<file path="src/rtl/imm_encode_pkg.sv">
// rtl/imm_encode_pkg.sv - shared immediate format enum, RV32 field positions, range helper
package imm_encode_pkg;

  typedef enum logic [1:0] {
    IMM_I = 2'd0,
    IMM_S = 2'd1,
    IMM_B = 2'd2,
    IMM_J = 2'd3
  } imm_src_t;

  // Highest immediate bit any format places into the instruction word is imm[20].
  localparam int IMM_KEEP_W = 21;

  localparam int I_IMM_LSB  = 20;
  localparam int S_HI_LSB   = 25;
  localparam int S_LO_LSB   = 7;
  localparam int B_SIGN     = 31;
  localparam int B_HI_LSB   = 25;
  localparam int B_LO_LSB   = 8;
  localparam int B_B11      = 7;
  localparam int J_SIGN     = 31;
  localparam int J_LO_LSB   = 21;
  localparam int J_B11      = 20;
  localparam int J_MID_LSB  = 12;

  function automatic logic imm_fits(input imm_src_t src, input logic [31:0] imm);
    logic fits;
    fits = 1'b0;
    case (src)
      IMM_I, IMM_S: fits = (&imm[31:11]) || !(|imm[31:11]);
      IMM_B:        fits = !imm[0] && ((&imm[31:12]) || !(|imm[31:12]));
      IMM_J:        fits = !imm[0] && ((&imm[31:20]) || !(|imm[31:20]));
      default:      fits = 1'b0;
    endcase
    return fits;
  endfunction

endpackage

</file>
<file path="src/rtl/imm_field_pack.sv">
// rtl/imm_field_pack.sv - combinational scatter of immediate bits into RV32 instruction fields
module imm_field_pack
  import imm_encode_pkg::*;
(
  input  imm_src_t                imm_src,
  input  logic [IMM_KEEP_W-1:0]   imm,
  input  logic [31:0]             base,
  output logic [31:0]             instr
);

  always_comb begin
    instr = base;
    case (imm_src)
      IMM_I: instr[31:I_IMM_LSB] = imm[11:0];
      IMM_S: begin
        instr[31:S_HI_LSB]          = imm[11:5];
        instr[S_LO_LSB+4:S_LO_LSB]  = imm[4:0];
      end
      IMM_B: begin
        instr[B_SIGN]               = imm[12];
        instr[B_HI_LSB+5:B_HI_LSB]  = imm[10:5];
        instr[B_LO_LSB+3:B_LO_LSB]  = imm[4:1];
        instr[B_B11]                = imm[11];
      end
      IMM_J: begin
        instr[J_SIGN]                = imm[20];
        instr[J_LO_LSB+9:J_LO_LSB]   = imm[10:1];
        instr[J_B11]                 = imm[11];
        instr[J_MID_LSB+7:J_MID_LSB] = imm[19:12];
      end
      default: instr = base;
    endcase
  end

endmodule

</file>
<file path="src/rtl/imm_encode.sv">
// rtl/imm_encode.sv - two-stage immediate encoder; IMM_ENCODE_RANGE_CHECK_EN enables range check and error count
module imm_encode
  import imm_encode_pkg::*;
(
  input  logic        clk,
  input  logic        rstn,
  input  logic        in_valid,
  output logic        in_ready,
  input  logic [1:0]  in_imm_src,
  input  logic [31:0] in_imm,
  input  logic [31:0] in_base,
  output logic        out_valid,
  input  logic        out_ready,
  output logic [31:0] out_instr,
  output logic        out_range_err,
  output logic [7:0]  err_cnt
);

  logic                  s1_valid;
  imm_src_t              s1_src;
  logic [IMM_KEEP_W-1:0] s1_imm;
  logic [31:0]           s1_base;
  logic                  s2_load;
  logic                  s1_load;
  logic [31:0]           packed_word;

  assign s2_load  = !out_valid || out_ready;
  assign in_ready = !s1_valid || s2_load;
  assign s1_load  = in_ready && in_valid;

  always_ff @(posedge clk or negedge rstn) begin
    if (!rstn) begin
      s1_valid <= 1'b0;
      s1_src   <= IMM_I;
      s1_imm   <= '0;
      s1_base  <= '0;
    end else if (in_ready) begin
      s1_valid <= in_valid;
      if (in_valid) begin
        s1_src  <= imm_src_t'(in_imm_src);
        s1_imm  <= in_imm[IMM_KEEP_W-1:0];
        s1_base <= in_base;
      end
    end
  end

  imm_field_pack u_pack (
    .imm_src (s1_src),
    .imm     (s1_imm),
    .base    (s1_base),
    .instr   (packed_word)
  );

  always_ff @(posedge clk or negedge rstn) begin
    if (!rstn) begin
      out_valid <= 1'b0;
      out_instr <= '0;
    end else if (s2_load) begin
      out_valid <= s1_valid;
      if (s1_valid) out_instr <= packed_word;
    end
  end

`ifdef IMM_ENCODE_RANGE_CHECK_EN
  logic s1_err;

  // Error flag travels alongside its word so it lines up with out_instr.
  always_ff @(posedge clk or negedge rstn) begin
    if (!rstn) begin
      s1_err        <= 1'b0;
      out_range_err <= 1'b0;
      err_cnt       <= '0;
    end else begin
      if (s1_load) s1_err <= !imm_fits(imm_src_t'(in_imm_src), in_imm);
      if (s2_load && s1_valid) out_range_err <= s1_err;
      if (out_valid && out_ready && out_range_err && (err_cnt != 8'hFF))
        err_cnt <= err_cnt + 8'd1;
    end
  end
`else
  logic unused_imm_hi;
  assign unused_imm_hi = ^{in_imm[31:IMM_KEEP_W], s1_load};
  assign out_range_err = 1'b0;
  assign err_cnt       = '0;
`endif

endmodule

</file>
<file path="config.mk">
export PLATFORM = sky130hd
export DESIGN_NAME = imm_encode
export DESIGN_NICKNAME = d
export VERILOG_FILES = /design/src/rtl/imm_encode_pkg.sv /design/src/rtl/imm_field_pack.sv /design/src/rtl/imm_encode.sv
export SDC_FILE = /design/constraint.sdc
export NUM_CORES = 1
export LEC_CHECK = 0
export CAP_MARGIN = 10
export CORE_MARGIN = 3
export CORE_UTILIZATION = 46
export DETAILED_ROUTE_END_ITERATION = 16
export PLACE_DENSITY = 0.8
export SYNTH_ARGS = -nofsm -noshare
export SYNTH_HDL_FRONTEND = slang
export SYNTH_SLANG_ARGS = --single-unit
</file>
<file path="constraint.sdc">
create_clock -name clk -period 1.85 [get_ports clk]
set_clock_uncertainty 0.15 [all_clocks]
set_input_delay 0.2775 -clock clk [delete_from_list [all_inputs] [get_ports clk]]
set_output_delay 0.2775 -clock clk [all_outputs]
set_load 0.01 [all_outputs]
</file>
Word level (Yosys, flattened, before mapping)
Index checks and enable logic that the tools add are counted.
{"block": "totals", "inputBits": 70, "word_cells": 21, "regBits": 82}
{"block": "classes", "n_eq_ne": 3, "mux": 4, "n_reduce_logical": 8}
{"op": "one-hot mux 7 bit (3 select lines)", "n": 1}
{"op": "one-hot mux 5 bit (2 select lines)", "n": 2}
{"op": "two-way mux 8 bit", "n": 1}
{"op": "== test 2 bit, second input constant", "n": 2}
{"op": "AND reduction 2 bit", "n": 2}
{"op": "== test 2 x 1 -> 1 bit, second input constant", "n": 1}
{"op": "logical NOT 1 bit", "n": 2}
{"op": "logical NOT 2 bit", "n": 1}
{"op": "logical OR 1 bit", "n": 2}
{"op": "OR reduction 2 bit", "n": 1}

Longest topological paths before layout
Gate-level depths: netlist (run 1).
{"block": "logic_depth", "word_depth": 4, "mapped_depth": 6, "depth_no_buf": 5}

Modules after synthesis
From an unflattened synthesis (run 1), not the netlist that was laid out.
{"block": "hier_totals", "cells_unflattened": 265, "hier_area_um2": 4230.3}
{"mod": "imm_encode", "seq_area_each_um2": 2227.1, "n_inst": 1, "area_per_inst_um2": 3778.6, "cells_per_inst": 200}
{"mod": "imm_field_pack", "seq_area_each_um2": 0.0, "n_inst": 1, "area_per_inst_um2": 451.7, "cells_per_inst": 65}

Least setup slack after synthesis (run 1)
Ideal clock, no wire load.
{"block": "synth_timing", "path_kind": "register -> register", "start": "register s1_src[0]", "end": "register out_instr[7]", "arrival_ns": 1.335, "setup_slack_ns": 0.240, "period_less_slack_ns": 1.610, "stages_incl_launch_ff": 7, "setup_time_ns": 0.125, "path_cell_list": "dfrtp_1 -> inv_1 -> ha_1 -> buf_2 -> nor2_1 -> a21oi_1 -> mux2_2"}
{"block": "synth_between", "elab_chain_cells": 2}
{"item": "start: declaration", "line_no": "imm_encode.sv:20", "source": "imm_src_t s1_src;"}
{"item": "start signal: assignment", "line_no": "imm_encode.sv:40", "source": "s1_src <= imm_src_t'(in_imm_src);"}
{"item": "== test 2 bit or == test 2 x 1 -> 1 bit (tied branches)", "line_no": "imm_field_pack.sv:13", "source": "case (imm_src)"}
{"item": "one-hot mux 5 bit (2 select lines) *", "line_no": "imm_field_pack.sv:13"}
{"item": "end signal: assignment", "line_no": "imm_encode.sv:60", "source": "if (s1_valid) out_instr <= packed_word;"}
{"item": "end: declaration", "line_no": "imm_encode.sv:14", "source": "output logic [31:0] out_instr,"}
Every way passes the cells marked *; elsewhere a longest branch is shown, timed or not.
A chain may end at the register's enable or synchronous reset.

Worst setup path in the final report (run 1)
{"block": "layout_timing", "start": "register out_valid", "end": "output port out_valid"}
{"item": "start: declaration", "line_no": "imm_encode.sv:12", "source": "output logic out_valid,"}
{"item": "start signal: assignment", "line_no": "imm_encode.sv:59", "source": "out_valid <= s1_valid;"}
No word-level cell between the ends.

==> run_results.csv, run 1 <==
group,metric,value,unit
route,drt-vias-per-instance,4.962,
die,ioPinCount,113,
global_route,grt_pass1_wl,11.67,mm
pwr,netSwitchingPower,1.444,mW
route,drtIter0Drc,64,
route,antenna_left,0,
worst_setup_path,path_buf_inv,1,
worst_setup_path,crit_chain,"clkdlybuf4s50_1",
synth,synth_area,3600,sq um
sta,finalCriticalPeriod,1727,ps
pwr,cellPowerDensity,1121,nW/um^2
placement,gp_congestion,0.7570,
worst_setup_path,path_class,"register to primary output",
clocking,post_cts_buffers,0,
route,num_vias,2228,
clocking,clock_sinks,82,
synth,netlist-cell-type-count,25,
sta,slew_headroom,65.60,%
clocking,clk_pin_slew,80,ps
sta,worstMarginPinSlew,516.0,ps
run_status,status,"completed",
pwr,pwr-share-comb,27.6,%
die,num_rows,31,
placement,port_buffers,85,
pwr,seqPwrFrac,43.7,%
sta,max_freq,0.5792,GHz
placement,place_hpwl,5.224,mm
clocking,cts_buffers,9,
sta,min_period_over_period,93.33,%
cells_and_area,area_growth,33.51,%
pwr,pwr-share-clk,28.6,%
worst_setup_path,cp.arrival,1300,ps
global_route,antenna_found_initial,0,
pwr,leakage,2.083,nW
synth,synth_sequential_area_ratio,57.00,%
cells_and_area,final_nets,420,
clocking,htree_levels,3,
die,initial_utilization,48.59,%
die,dieHeight,94.46,microns
route,wl,7.207,mm
sta,holdWs,294.3,ps
hold_path,min_path_type,"primary input to asynchronous set/reset pin",
sta,slew_violations,0,
worst_setup_path,cp_slowest_cell,"clkdlybuf4s50_1",
cells_and_area,diodes,0,
clocking,cts.root.buffer_cell,"clkbuf_8",
route,dr.pass1.iters,4,
worst_setup_path,worst_ep_required_time,1420,ps
worst_setup_path,worstSetupStartpointType,"register",
pwr,switching_share,26.80,%
route,drcViolationCount,0,
worst_setup_path,crit_fanout,3,
worst_setup_path,reg2reg_from,"s1_src[0]",
synth,avgSynthCellArea,14.51,sq um
sta,rsz0062_at_grt,"no",
synth,yosys-top-cells-area,"dfrtp_1 (57%), mux2_2 (13%), mux2_4 (9.2%), a21oi_1 (4.2%), a21oi_2 (2.4%)",
cells_and_area,drive_gt1_share,31.14,%
synth,synth-seq-cells,82,
die,dieArea,8923,sq um
global_route,grt_max_degree,41,
placement,dp.cells,432,
clocking,clk_latency,340,ps
synth,synth_warnings,0,
synth,postSynthCellCount,248,
die,die_x,94.46,microns
die,core,7408,sq um
worst_setup_path,worstSetupEndpointType,"primary output",
cells_and_area,fill_cells,576,
worst_setup_path,crit_start,"out_valid",
cells_and_area,fin_cells,449,
clocking,cts_tree,"built",
worst_setup_path,max_stage_delay,560,ps
synth,synth_top_area_cell,"dfrtp_1",
sta,timing.final.hold_violations,0,
pwr,p_int,3.943,mW
global_route,grt_pass1_vias,2318,
global_route,grtUsageTotal,17.35,%
clocking,clockBufferDepth,2,
global_route,grt_overflow,0,
synth,synth_top_area_share,57.00,%
worst_setup_path,crit_family,"buffers and inverters",
job,maxCapViolations,0,
sta,setup_viol,0,
route,routedWlPerCell,16.05,microns
pwr,peakVddDrop,0.0005516,V
[logic make-up (layout without fill, tap and decap cells)]
| kind of cell | Yosys count | in the layout | synth area share (%) |
|---|---|---|---|
| flip-flops | 82 | 82 | 57.00 |
| multiplexers | 71 | 71 | 24.23 |
| AO/OA/AOI/OAI | 50 | 50 | 8.898 |
| buffers and inverters | 26 | 120 | 5.770 |
| AND/OR/NAND/NOR | 13 | 13 | 2.259 |
| adder cells (fa/ha/maj) | 5 | 5 | 1.738 |
| other | 1 | 9 | 0.1042 |
[final cells by class]
cell class                      instances  area (sq um)  area share [%]
Sequential cell                        82          2052           42.70
Multi-Input combinational cell        148          1370           28.51
Timing Repair Buffer                  101          1007           20.96
Clock buffer                            9         123.9           2.577
Tap cell                               99         123.9           2.577
Clock inverter                          7         117.6           2.447
Inverter                                3         11.26          0.2343
[synth_stat cells]
master and number:
buf_6 4, ha_1 5, buf_12 2, mux2_2 41
nand3b_2 1, clkbuf_1 1, o21ba_2 1, a221oi_1 2
nand2_2 2, inv_1 3, nor2b_1 4, nand2b_1 3
mux2i_1 8, a22oi_1 5, a21oi_1 30, nor2_1 2
buf_2 5, buf_4 11, o211a_1 1, and2_1 1
conb_1 1, a21oi_2 10, mux2_4 22, o21a_1 1
dfrtp_1 82
[metal layers]
layer | vias to the layer above | GRT usage, % | part of all wire (%)
met5 | - | 0 | 0
met3 | 12 | 6.135 | 6.7
met2 | 71 | 27.60 | 49
met1 | 1095 | 21.79 | 42
li1 | 1050 | - | -
met4 | 0 | 6.731 | 2.0
[flip-flops by register name, indices dropped and copies added, names as in the netlist]
signal,flops
out_valid,1
s1_src,2
out_instr,32
s1_base,25
s1_valid,1
s1_imm,21
[timing repair]
action / CTS / global route
resized for setup: 1 / 0
endpoints found under the setup margin: 1 / 0
hold buffers: 1 / 0
hold endpoints to repair: 38 / 0
[layout by cell type (no fill, tap or decap), drive strengths merged]
cell / Yosys / routed
mux2i: 8 / 8
ha: 5 / 5
clkinv: 0 / 1
clkinvlp: 0 / 3
bufinv: 0 / 3
a22oi: 5 / 5
dlygate4sd3: 0 / 1
mux2: 63 / 63
inv: 3 / 3
clkdlybuf4s50: 0 / 83
a21oi: 40 / 40
a221oi: 2 / 2
nor2b: 4 / 4
clkbuf: 1 / 9
buf: 22 / 16
nand3b: 1 / 1
o211a: 1 / 1
nor2: 2 / 2
nand2b: 3 / 3
nand2: 2 / 2
dlygate4sd2: 0 / 1
and2: 1 / 1
o21a: 1 / 1
conb: 1 / 9
o21ba: 1 / 1
dfrtp: 82 / 82
[path summary, 6_finish.rpt]
| path | to | slack (ps) | cells after the start |
|---|---|---|---|
| max | out_valid | 120 | 1 |
| min | s1_base[1] | 290 | 2 |
| max reg2reg | out_instr[11] | 170 | 6 |
| min reg2reg | out_instr[1] | 350 | 1 |
| max in group asynchronous | out_instr[14] | 700 | 3 |
| min in group clk | out_instr[1] | 350 | 1 |
[stage by stage]
step / cell area [sq um] / setup TNS [ps] / power, mW / utilization (%) / worst slack (ps)
2_1_floorplan: 3630 / 0 / 3.157 / - / 240.0
3_3_place_gp: 4556 / -920.2 / 3.847 / 61.49 / -44.05
3_5_place_dp: 4556 / -1614 / 3.889 / 61.49 / -63.18
4_1_cts: 4806 / 0 / 5.449 / 64.87 / 91.58
5_1_grt: 4806 / 0 / 5.678 / 64.87 / 52.30
6_report: 4806 / 0 / 5.387 / 64.87 / 123.4
[power by group through the flow]
stage	Combinational, mW	Sequential (mW)	Clock, mW
after global placement	1.47	2.37	0
after global routing	1.62	2.41	1.65
final	1.49	2.36	1.54
after CTS	1.51	2.36	1.58
after detailed placement	1.50	2.39	0
after floorplan	0.714	2.44	0
Note: power is estimated with default switching activity, not from simulation.
==> run 2: changes to the inputs <==
--- a/config.mk
+++ b/config.mk
@@ -10,6 +10,7 @@
 export CORE_UTILIZATION = 46
 export DETAILED_ROUTE_END_ITERATION = 16
 export PLACE_DENSITY = 0.8
+export REMOVE_ABC_BUFFERS = 1
 export SYNTH_ARGS = -nofsm -noshare
 export SYNTH_HDL_FRONTEND = slang
 export SYNTH_SLANG_ARGS = --single-unit
==> run_results.csv, run 2 (synthesized netlist as in run 1, its figures left out) <==
group,metric,value,unit
run_status,status,"completed",
cells_and_area,diodes,0,
pwr,peakVddDrop,0.0006547,V
worst_setup_path,worst_ep_required_time,1420,ps
worst_setup_path,path_buf_inv,1,
cells_and_area,fin_util,64.79,%
global_route,antenna_found_initial,0,
cells_and_area,fin_cells,450,
sta,timing.final.hold_violations,0,
route,num_vias,2271,
cells_and_area,fill_cells,588,
cells_and_area,final_cell_mix,"clkdlybuf4s50_1 (83), dfrtp_1 (82), mux2_2 (41)",
placement,place_ws,-109.1,ps
clocking,cts.root.buffer_cell,"clkbuf_8",
global_route,grtUsageTotal,17.19,%
sta,rsz0062_at_grt,"no",
job,maxCapViolations,0,
sta,setup_ws,139.1,ps
placement,dp.cells,433,
die,die_x,94.46,microns
cells_and_area,area_growth,33.33,%
sta,slew_violations,0,
pwr,cellPowerDensity,1090,nW/um^2
worst_setup_path,crit_fanout,3,
placement,port_buffers,85,
die,initial_utilization,48.59,%
pwr,power,5.232,mW
global_route,grt_pass1_wl,11.84,mm
worst_setup_path,crit_family,"buffers and inverters",
clocking,htree_levels,3,
worst_setup_path,cp.arrival,1280,ps
clocking,clk_pin_slew,80,ps
route,routedWlPerCell,15.92,microns
clocking,cts_buffers,9,
route,drt-vias-per-instance,5.047,
sta,max_freq,0.5845,GHz
sta,finalCriticalPeriod,1711,ps
route,wl,7.162,mm
clocking,cts_tree,"built",
global_route,grt_pass1_vias,2378,
cells_and_area,drive_gt1_share,30.48,%
worst_setup_path,reg2reg_from,"s1_src[1]",
hold_path,min_path_type,"primary input to asynchronous set/reset pin",
die,num_rows,31,
cells_and_area,regMostFlops,"out_instr",
global_route,grt_overflow,0,
placement,gp_congestion,0.7195,
worst_setup_path,path_class,"register to primary output",
worst_setup_path,crit_start,"out_valid",
worst_setup_path,worstSetupStartpointType,"register",
worst_setup_path,worstSetupEndpointType,"primary output",
cells_and_area,largest_reg_flops,32,
clocking,post_cts_buffers,0,
route,drcViolationCount,0,
clocking,clockBufferDepth,2,
placement,postPlaceCellArea,4576,sq um
clocking,clk_latency,330,ps
die,dieArea,8923,sq um
cells_and_area,multi_input_area,1373,sq um
cells_and_area,stdcell_area,4800,sq um
route,dr.pass1.iters,4,
cells_and_area,seq_area,2052,sq um
route,drtIter0Drc,67,
cells_and_area,top_regs,"out_instr x32, s1_base x25, s1_imm x21",
sta,setup_viol,0,
clocking,clock_sinks,82,
die,dieHeight,94.46,microns
die,core,7408,sq um
pwr,leakage,2.083,nW
die,ioPinCount,113,
worst_setup_path,cp_slowest_cell,"clkdlybuf4s50_1",
cells_and_area,final_nets,421,
sta,min_period_over_period,92.48,%
worst_setup_path,max_stage_delay,560,ps
cells_and_area,layout_commonest_cell,"clkdlybuf4s50_1",
worst_setup_path,crit_chain,"clkdlybuf4s50_1",
global_route,grt_max_degree,37,
placement,place_hpwl,5.182,mm
route,antenna_left,0,
-- run 2: changes by cell type in the layout (fill, tap and decap cells not counted), sizes merged --
| cell | change |
|---|---|
| buf | +1 |
| bufinv | -1 |
| clkbuf | +5 |
| clkinv | -1 |
| clkinvlp | -3 |
-- run 2: per-stage QoR --
stage	TNS, ps	hold WS [ps]
final	0	292.3
after global routing	0	324.5
after CTS	0	283.0
after detailed placement	-3696	114.9
after global placement	-1873	108.0
after floorplan	-22880	-168.1
-- run 2: area by class of cell --
class                           instances  area share, %
Timing Repair Buffer                  102          21.40
Clock buffer                           14          3.180
Multi-Input combinational cell        148          28.60
Inverter                                3         0.2346
Clock inverter                          2          1.251
Tap cell                               99          2.581
Sequential cell                        82          42.75
-- run 2: what timing repair did --
item / CTS / global route
endpoints found under the hold margin: 33 / 0
endpoints found under the setup margin: 1 / 1
gates cloned: 0 / 0
resized for setup: 1 / 1
hold buffers: 1 / 0
-- run 2: worst paths after layout --
check | endpoint | slack, ps | depth (start not counted)
worst min-delay path | s1_imm[9] | 290 | 2
min in group clk | s1_imm[8] | 350 | 1
worst max register to register | out_instr[9] | 160 | 5
worst max-delay path | out_valid | 140 | 1
worst min register to register | s1_imm[8] | 350 | 1
max in group asynchronous | s1_base[1] | 730 | 3
-- run 2: metal layers --
metal  part of all wire [%]  track usage [%]  vias to the layer above
li1                       -                -                     1054
met1                     42            21.90                     1136
met2                     49            27.96                       72
met3                    7.3            5.578                        9
met4                    1.1            5.409                        0
met5                      0                0                        -
-- run 2: where the power goes --
group / switching [mW] / internal [mW]
logic: 0.589 / 0.907
clock network: 0.579 / 0.801
registers: 0.208 / 2.15
total: 1.38 / 3.86
==> run 3: changes to the inputs <==
--- a/config.mk
+++ b/config.mk
@@ -11,6 +11,7 @@
 export DETAILED_ROUTE_END_ITERATION = 16
 export PLACE_DENSITY = 0.8
 export REMOVE_ABC_BUFFERS = 1
+export SLEW_MARGIN = 20
 export SYNTH_ARGS = -nofsm -noshare
 export SYNTH_HDL_FRONTEND = slang
 export SYNTH_SLANG_ARGS = --single-unit
==> results of run 3 <==
The final DEF is identical to that of run 2; final timing and power are the same.
